### src/rtl/rate_ctrl.sv
// rate_ctrl: push-button-throttled slow clock generator.
// Keeps a saturating preset index 0..5 from debounced up/down levels and
// commits rate changes only at half-period boundaries, so slow_clk never runts.
// Optional build macro RATE_CTRL_AUTO_SWEEP_EN adds a ping-pong auto-sweep
// driven by sweep_en; without it sweep_en is ignored.
module rate_ctrl #(
    parameter int unsigned CNT_W     = 24,
    parameter int unsigned P0        = 12500000,
    parameter int unsigned P1        = 6250000,
    parameter int unsigned P2        = 4166666,
    parameter int unsigned P3        = 3125000,
    parameter int unsigned P4        = 2500000,
    parameter int unsigned P5        = 2083333,
    parameter int unsigned RESET_IDX = 0,
    parameter int unsigned DWELL     = 4
) (
    input  logic       CLK_50,
    input  logic       reset,
    input  logic       up_lvl,
    input  logic       dn_lvl,
    input  logic       sweep_en,
    output logic       slow_clk,
    output logic       tick,
    output logic [2:0] freq_num,
    output logic       pending
);

    // Terminal counts may equal 2^CNT_W, so they need one extra bit.
    localparam int unsigned TC_W    = CNT_W + 1;
    localparam logic [2:0]  IDX_MAX = 3'd5;
    localparam logic [2:0]  IDX_RST = 3'(RESET_IDX);

    function automatic logic [TC_W-1:0] preset(input logic [2:0] idx);
        case (idx)
            3'd0:    preset = TC_W'(P0);
            3'd1:    preset = TC_W'(P1);
            3'd2:    preset = TC_W'(P2);
            3'd3:    preset = TC_W'(P3);
            3'd4:    preset = TC_W'(P4);
            default: preset = TC_W'(P5);
        endcase
    endfunction

    logic [CNT_W-1:0] cnt;
    logic [TC_W-1:0]  tc_active;
    logic [2:0]       req_idx;
    logic [2:0]       man_nxt;
    logic [2:0]       req_nxt;
    logic             up_prv;
    logic             dn_prv;
    logic             up_rise;
    logic             dn_rise;
    logic             boundary;

    // Button edge detect and half-period boundary decode.
    always_comb begin
        up_rise  = up_lvl & ~up_prv;
        dn_rise  = dn_lvl & ~dn_prv;
        boundary = (TC_W'(cnt) == (tc_active - TC_W'(1)));
    end

    // Manual request: saturating step, simultaneous up/down cancel.
    always_comb begin
        man_nxt = req_idx;
        if (up_rise && !dn_rise && (req_idx != IDX_MAX)) begin
            man_nxt = req_idx + 3'd1;
        end else if (dn_rise && !up_rise && (req_idx != 3'd0)) begin
            man_nxt = req_idx - 3'd1;
        end
    end

`ifdef RATE_CTRL_AUTO_SWEEP_EN
    localparam int unsigned DW_W = (DWELL > 1) ? $clog2(DWELL) : 1;

    logic [DW_W-1:0] dwell_cnt;
    logic [DW_W-1:0] dwell_nxt;
    logic            dir_up;
    logic            dir_nxt;
    logic            sweep_step;

    // Sweep: count ticks while enabled; manual edges override and restart the dwell.
    always_comb begin
        req_nxt    = man_nxt;
        dwell_nxt  = dwell_cnt;
        dir_nxt    = dir_up;
        sweep_step = 1'b0;
        if (!sweep_en || up_rise || dn_rise) begin
            dwell_nxt = '0;
        end else if (tick) begin
            if (dwell_cnt == DW_W'(DWELL - 1)) begin
                dwell_nxt  = '0;
                sweep_step = 1'b1;
            end else begin
                dwell_nxt = dwell_cnt + DW_W'(1);
            end
        end
        if (sweep_step) begin
            if ((dir_up && (req_idx != IDX_MAX)) || (req_idx == 3'd0)) begin
                req_nxt = req_idx + 3'd1;
                dir_nxt = ((req_idx + 3'd1) != IDX_MAX);
            end else begin
                req_nxt = req_idx - 3'd1;
                dir_nxt = ((req_idx - 3'd1) == 3'd0);
            end
        end
    end

    // Sweep state registers; direction restarts upward on reset.
    always_ff @(posedge CLK_50) begin
        if (reset) begin
            dwell_cnt <= '0;
            dir_up    <= 1'b1;
        end else begin
            dwell_cnt <= dwell_nxt;
            dir_up    <= dir_nxt;
        end
    end
`else
    localparam int unsigned dwell_unused = DWELL;
    logic sweep_en_unused;

    // Without the sweep build the request follows the buttons only.
    always_comb begin
        req_nxt         = man_nxt;
        sweep_en_unused = sweep_en;
    end
`endif

    // Divider, commit of requested rate at boundaries, and button history.
    always_ff @(posedge CLK_50) begin
        if (reset) begin
            cnt       <= '0;
            slow_clk  <= 1'b0;
            tick      <= 1'b0;
            freq_num  <= IDX_RST;
            req_idx   <= IDX_RST;
            tc_active <= preset(IDX_RST);
            up_prv    <= up_lvl;
            dn_prv    <= dn_lvl;
        end else begin
            up_prv  <= up_lvl;
            dn_prv  <= dn_lvl;
            req_idx <= req_nxt;
            if (boundary) begin
                cnt       <= '0;
                slow_clk  <= ~slow_clk;
                tick      <= ~slow_clk;
                tc_active <= preset(req_idx);
                freq_num  <= req_idx;
            end else begin
                cnt  <= cnt + CNT_W'(1);
                tick <= 1'b0;
            end
        end
    end

    assign pending = (req_idx != freq_num);

endmodule
### config.mk
export PLATFORM = sky130hd
export DESIGN_NAME = rate_ctrl
export DESIGN_NICKNAME = d
export VERILOG_FILES = /design/src/rtl/rate_ctrl.sv
export SDC_FILE = /design/constraint.sdc
export NUM_CORES = 1
export LEC_CHECK = 0
export CORE_MARGIN = 1
export CORE_UTILIZATION = 57
export CTS_BUF_LIST = sky130_fd_sc_hd__clkbuf_16
export CTS_CLUSTER_SIZE = 20
export DETAILED_ROUTE_END_ITERATION = 10
export PLACE_DENSITY = 0.87
export SYNTH_ARGS = -nofsm -noshare
export SYNTH_HDL_FRONTEND = slang
export SYNTH_SLANG_ARGS = --single-unit
### constraint.sdc
create_clock -name CLK_50 -period 4.19 [get_ports CLK_50]
set_input_delay 0.419 -clock CLK_50 [delete_from_list [all_inputs] [get_ports CLK_50]]
set_output_delay 0.419 -clock CLK_50 [all_outputs]
set_load 0.01 [all_outputs]
* After elaboration in Yosys (flattened, before gate mapping) *
Index checks and enable logic that the tools add are counted.

word-level totals
  memory bits (read-only) = 0
  output and inout bits = 6
  word-level logic and storage cells = 39
  register bits = 59
  bits of input ports = 5
  memories kept = 0
  latch bits = 0
  memory bits (writable) = 0

cells by class
  order comparisons = 0
  $add $sub $neg = 4
  multiply operators = 0
  multiplexer cells = 3
  reductions and logical operators = 11
  shift operators = 0
  equality and inequality tests = 7
  bitwise gates (word level) = 6
  div/mod/pow operators = 0

operators with widths
  operator                                            count
  case mux 24 bit (5 select lines)                    1
  == test 24 x 25 -> 1 bit                            1
  subtractor 25 x 1 -> 25 bit, second input constant  1
  adder 24 x 1 -> 24 bit, second input constant       1
  == test 3 x 2 -> 1 bit, second input constant       2
  two-way mux 3 bit                                   2
  logical AND 1 bit                                   4
  inverter 1 bit                                      4
  OR reduction 2 bit                                  2
  adder 3 x 1 -> 3 bit, second input constant         1
  == test 3 x 1 -> 1 bit, second input constant       1
  == test 3 bit, second input constant                1
  zero test 3 bit                                     1
  inequality test 3 bit                               1
  inequality test 3 bit, second input constant        1
  nonzero test 3 bit                                  1
  subtractor 3 x 1 -> 3 bit, second input constant    1
  bitwise AND 1 bit                                   2
  zero test 1 bit                                     2
  nonzero test 2 bit                                  1

* Logic depth before layout (Yosys ltp) *
  depth after elaboration = 7
  depth in mapped cells = 13
  gate-level depth less buffers = 9

* Worst setup path after synthesis *
No wires, ideal clock.

  path type = flip-flop to flip-flop
  start point = register tc_active[2]
  end point = register tc_active[11]
  data arrival time = 2,919 ps
  path buffers = 4
  clock period less this slack = 3,053 ps
  stages on the path, launching flop included = 14
  library setup time = 134 ps
  required time = 4,056 ps
  path slack = 1,137 ps
  cell sequence = dfxtp_1 -> clkbuf_1 -> inv_1 -> ha_1 -> or4b_4 -> buf_6 -> nor3_1 -> mux2i_1 -> nand3_1 -> nor4_4 -> and3_4 -> buf_8 -> buf_8 -> a31oi_1

between the ends
  word-level cells in the longest chain between the ends = 2

RTL lines
  item                         line  RTL
  from (decl)                  45    logic [TC_W-1:0] tc_active;
  from (signal assigned)       137   tc_active <= preset(IDX_RST);
  from (signal assigned)       148   tc_active <= preset(req_idx);
  subtractor 25 x 1 -> 25 bit  59    boundary = (TC_W'(cnt) == (tc_active - TC_W'(1)));
  == test 24 x 25 -> 1 bit     59

No other way between the ends.
A chain may end at the register's enable or synchronous reset.

* Worst setup path in the final report *
  start point = register tc_active[2]
  end point = register tc_active[3]

Same word-level chain as after synthesis.

==> metrics.txt <==
status finished, final reports clean; Worst Hold Class flip-flop to flip-flop; post-route ant nets 0; Max Freq 277.3 MHz; Filler cells 431; number of DRC markers in iteration 0 between 200 and 250; number of core rows 26; gr ovfl total 0; I/O pins 11; Sw Share 24.91%; Hold WS 0.4982 ns; RSZ-0062 raised after global routing false; # H-tree levels 2; Layout area overhead 6.404%; Synthesis Warnings 0; Die ar. about 5700 um2; Clock Tree Root clkbuf_16; final hold vios 0; Post-CTS Setup Bufs 0; # nets final 367; worst skew pair latency 0.30 ns; Yosys top cell area share between 30% and 40%; Setup Crit Path Kind flip-flop to flip-flop; top-count cell post-synth dfxtp_1; First-pass DRT Iterations 4; Clk pwr share 42.2%; startpoint types flip-flop; Net Switching 255.0 uW; Area contributors post-synth dfxtp_1 34%, xor2_1 6.8%, xnor2_1 6.2%; post-synthesis sequential area ratio 34.15%; TNS Setup 0 ns; first-pass GRT wire length 10,720 um; WL final 6374 um; Resize count post-CTS 0; Setup-failing EPs final 0; Comb pwr share 7.3%; P per Cell Area 309.7 nW/um2; Reg clk slew, reported paths around 0.080 ns; Max-Cap Viols 0; Synth Cell Area between 3000 and 4000 um2; LEAKAGE ~1.1 nW; GRT Total Usage roughly a quarter; ys flop type dfxtp_1; n_diodes 0; number of synthesized flops with an enable pin 0; Mean Syn Cell Area 8.751 um2; min Tclk post-route 3.606 ns; critical path's slowest cell and3_4; Post-synth top cells 53 x dfxtp_1, 31 x nor2_1, 31 x nor3_1; Pwr Total between 1 and 1.5 mW; vias in the first global route 2,264; DP Wirelength roughly 4400 um; CP Buf/Inv Count 1; CP max FO 47; sequential share of power 50.5%; crit end category flip-flop; asr flop ratio synth 0%; Final period util 86.06%; via count 2,487; Critical Path RT 4.33 ns; DRC 0; largest net degree at the start of global routing 64; Fin Clk Skew a little under 0.007 ns; crit-path cells inv_1, ha_1, or4b_4, nor3_1, mux2i_1, nand3_1, nor4_4, and3_4, a311oi_1; Syn Nets 372; Synth Instances 355; Die X 75.83 um; Clock Tree Buf Depth 2; Core Area 5172 um2; slew margin rel. 28.49%; max incr delay on CP roughly 0.65 ns; Final Max Slew Viols 0; Vias per Instance 5.907; total CTS buffers 5; share of cells above drive strength 1 between 5 and 6%; CTS tree built; CP arrival 3.74 ns; PortBufs 9; initial antenna violation count 0; number of hold buffers added after cts 0; die height 75.83 um; clock sink count 53; routability cong. 0.8489; Pint between 700 and 800 uW; Starting Density around 60%; maximum VDD drop ~0.00022 V; Synth Register Bits 53; drt wl/cell 15.14 um; Worst Tran Pin Value 1.073 ns; Cell variety after synth 52; leading area contributor after synthesis dfxtp_1; Top Family by Delay on Critical Path simple AND/OR/NAND/NOR gates
## registers in the layout, indices dropped and copies added, names as in the netlist
name and flops:
cnt 24, dn_prv 1, freq_num 3, req_idx 3, slow_clk 1, tc_active 19, tick 1, up_prv 1
## path summary, 6_finish.rpt
path,endpoint,cells past startpoint,slack [ns],from
setup reg to reg,tc_active[3]$_SDFFE_PP0N_,9,0.58,tc_active[2]$_SDFFE_PP0N_
hold reg to reg,slow_clk$_SDFFE_PP0N_,2,0.50,slow_clk$_SDFFE_PP0N_
setup / recovery,tc_active[3]$_SDFFE_PP0N_,9,0.58,tc_active[2]$_SDFFE_PP0N_
hold / removal,slow_clk$_SDFFE_PP0N_,2,0.50,slow_clk$_SDFFE_PP0N_
## cell families (layout without fill, tap and decap cells)
logic type	after synthesis	in the layout	synth area share, %
and+or+nand+nor	158	158	28.35
DFF	53	53	34.15
xor gates and xnor gates	46	46	12.97
AOI/OAI and AO/OA	39	39	9.022
buffers and inverters	30	26	5.195
muxes	17	17	5.477
adders and majority gates	12	12	4.833
## final cells by class
class | instances | area (um2) | area share [%]
Clock buffer | 5 | 125.1 | 3.785
Clock inverter | 3 | 28.78 | 0.8706
Inverter | 9 | 33.78 | 1.022
Multi-Input combinational cell | 272 | 1884 | 57.00
Sequential cell | 53 | 1061 | 32.10
Tap cell | 70 | 87.58 | 2.650
Timing Repair Buffer | 9 | 85.08 | 2.574
## per-stage QoR
| stage | worst slack, ns | std cells | utilization (%) | instance area, um2 |
|---|---|---|---|---|
| 2_1_floorplan | 1.137 | 355 | - | 3107 |
| 3_3_place_gp | 0.7261 | 413 | 60.93 | 3152 |
| 3_5_place_dp | 0.6602 | 413 | 60.93 | 3152 |
| 4_1_cts | 0.6248 | 421 | 63.91 | 3306 |
| 5_1_grt | 0.3740 | 421 | 63.91 | 3306 |
| 6_report | 0.5840 | 421 | 63.91 | 3306 |
## power by group through the flow
stage                     clock network, mW  registers, mW  logic [mW]
after floorplan                           0          0.526      0.0557
after detailed placement                  0          0.529      0.0733
final                                 0.432          0.517      0.0745
after global routing                  0.463          0.519      0.0826
after CTS                             0.442          0.517      0.0740
after global placement                    0          0.529      0.0698
## tightest hold or removal path: stages, from the launching register on
cell and delay [ns]:
dfxtp_1 0.33, nand2b_1 0.07, o21bai_1 0.05
## layout by cell type, fill, tap and decap left out, types with 2 or more instances in the layout
cell             synthesis  routed
and4b_1                  2       2
xnor2_1                 22      22
a21oi_1                  4       4
o21a_1                   2       2
nand2b_1                15      15
clkbuf_16                0       5
a211oi_1                 4       4
nor4_4                   2       2
nor3_1                  31      31
a311oi_1                 3       3
inv_1                    9       9
dfxtp_1                 53      53
nand3_1                 15      15
clkdlybuf4s50_1          0       8
xor2_1                  24      24
nor2b_1                  3       3
nor3b_1                  2       2
ha_1                    12      12
o21ai_0                  6       6
and3_1                   8       8
mux2i_1                 17      17
nor2_1                  31      31
nor4_1                  11      11
nand2_1                 17      17
a31oi_1                  7       7
nand4_1                  8       8
or3_1                    4       4
## per-layer routing
metal  vias up  share of wire, %  GRT usage [%]
li1       1256                 -              -
met5         -                 0              0
met3        12               3.4          4.233
met4         0               2.1          9.053
met1      1171                46          33.01
met2        48                48          39.13
(Power assumes the default switching activity.)
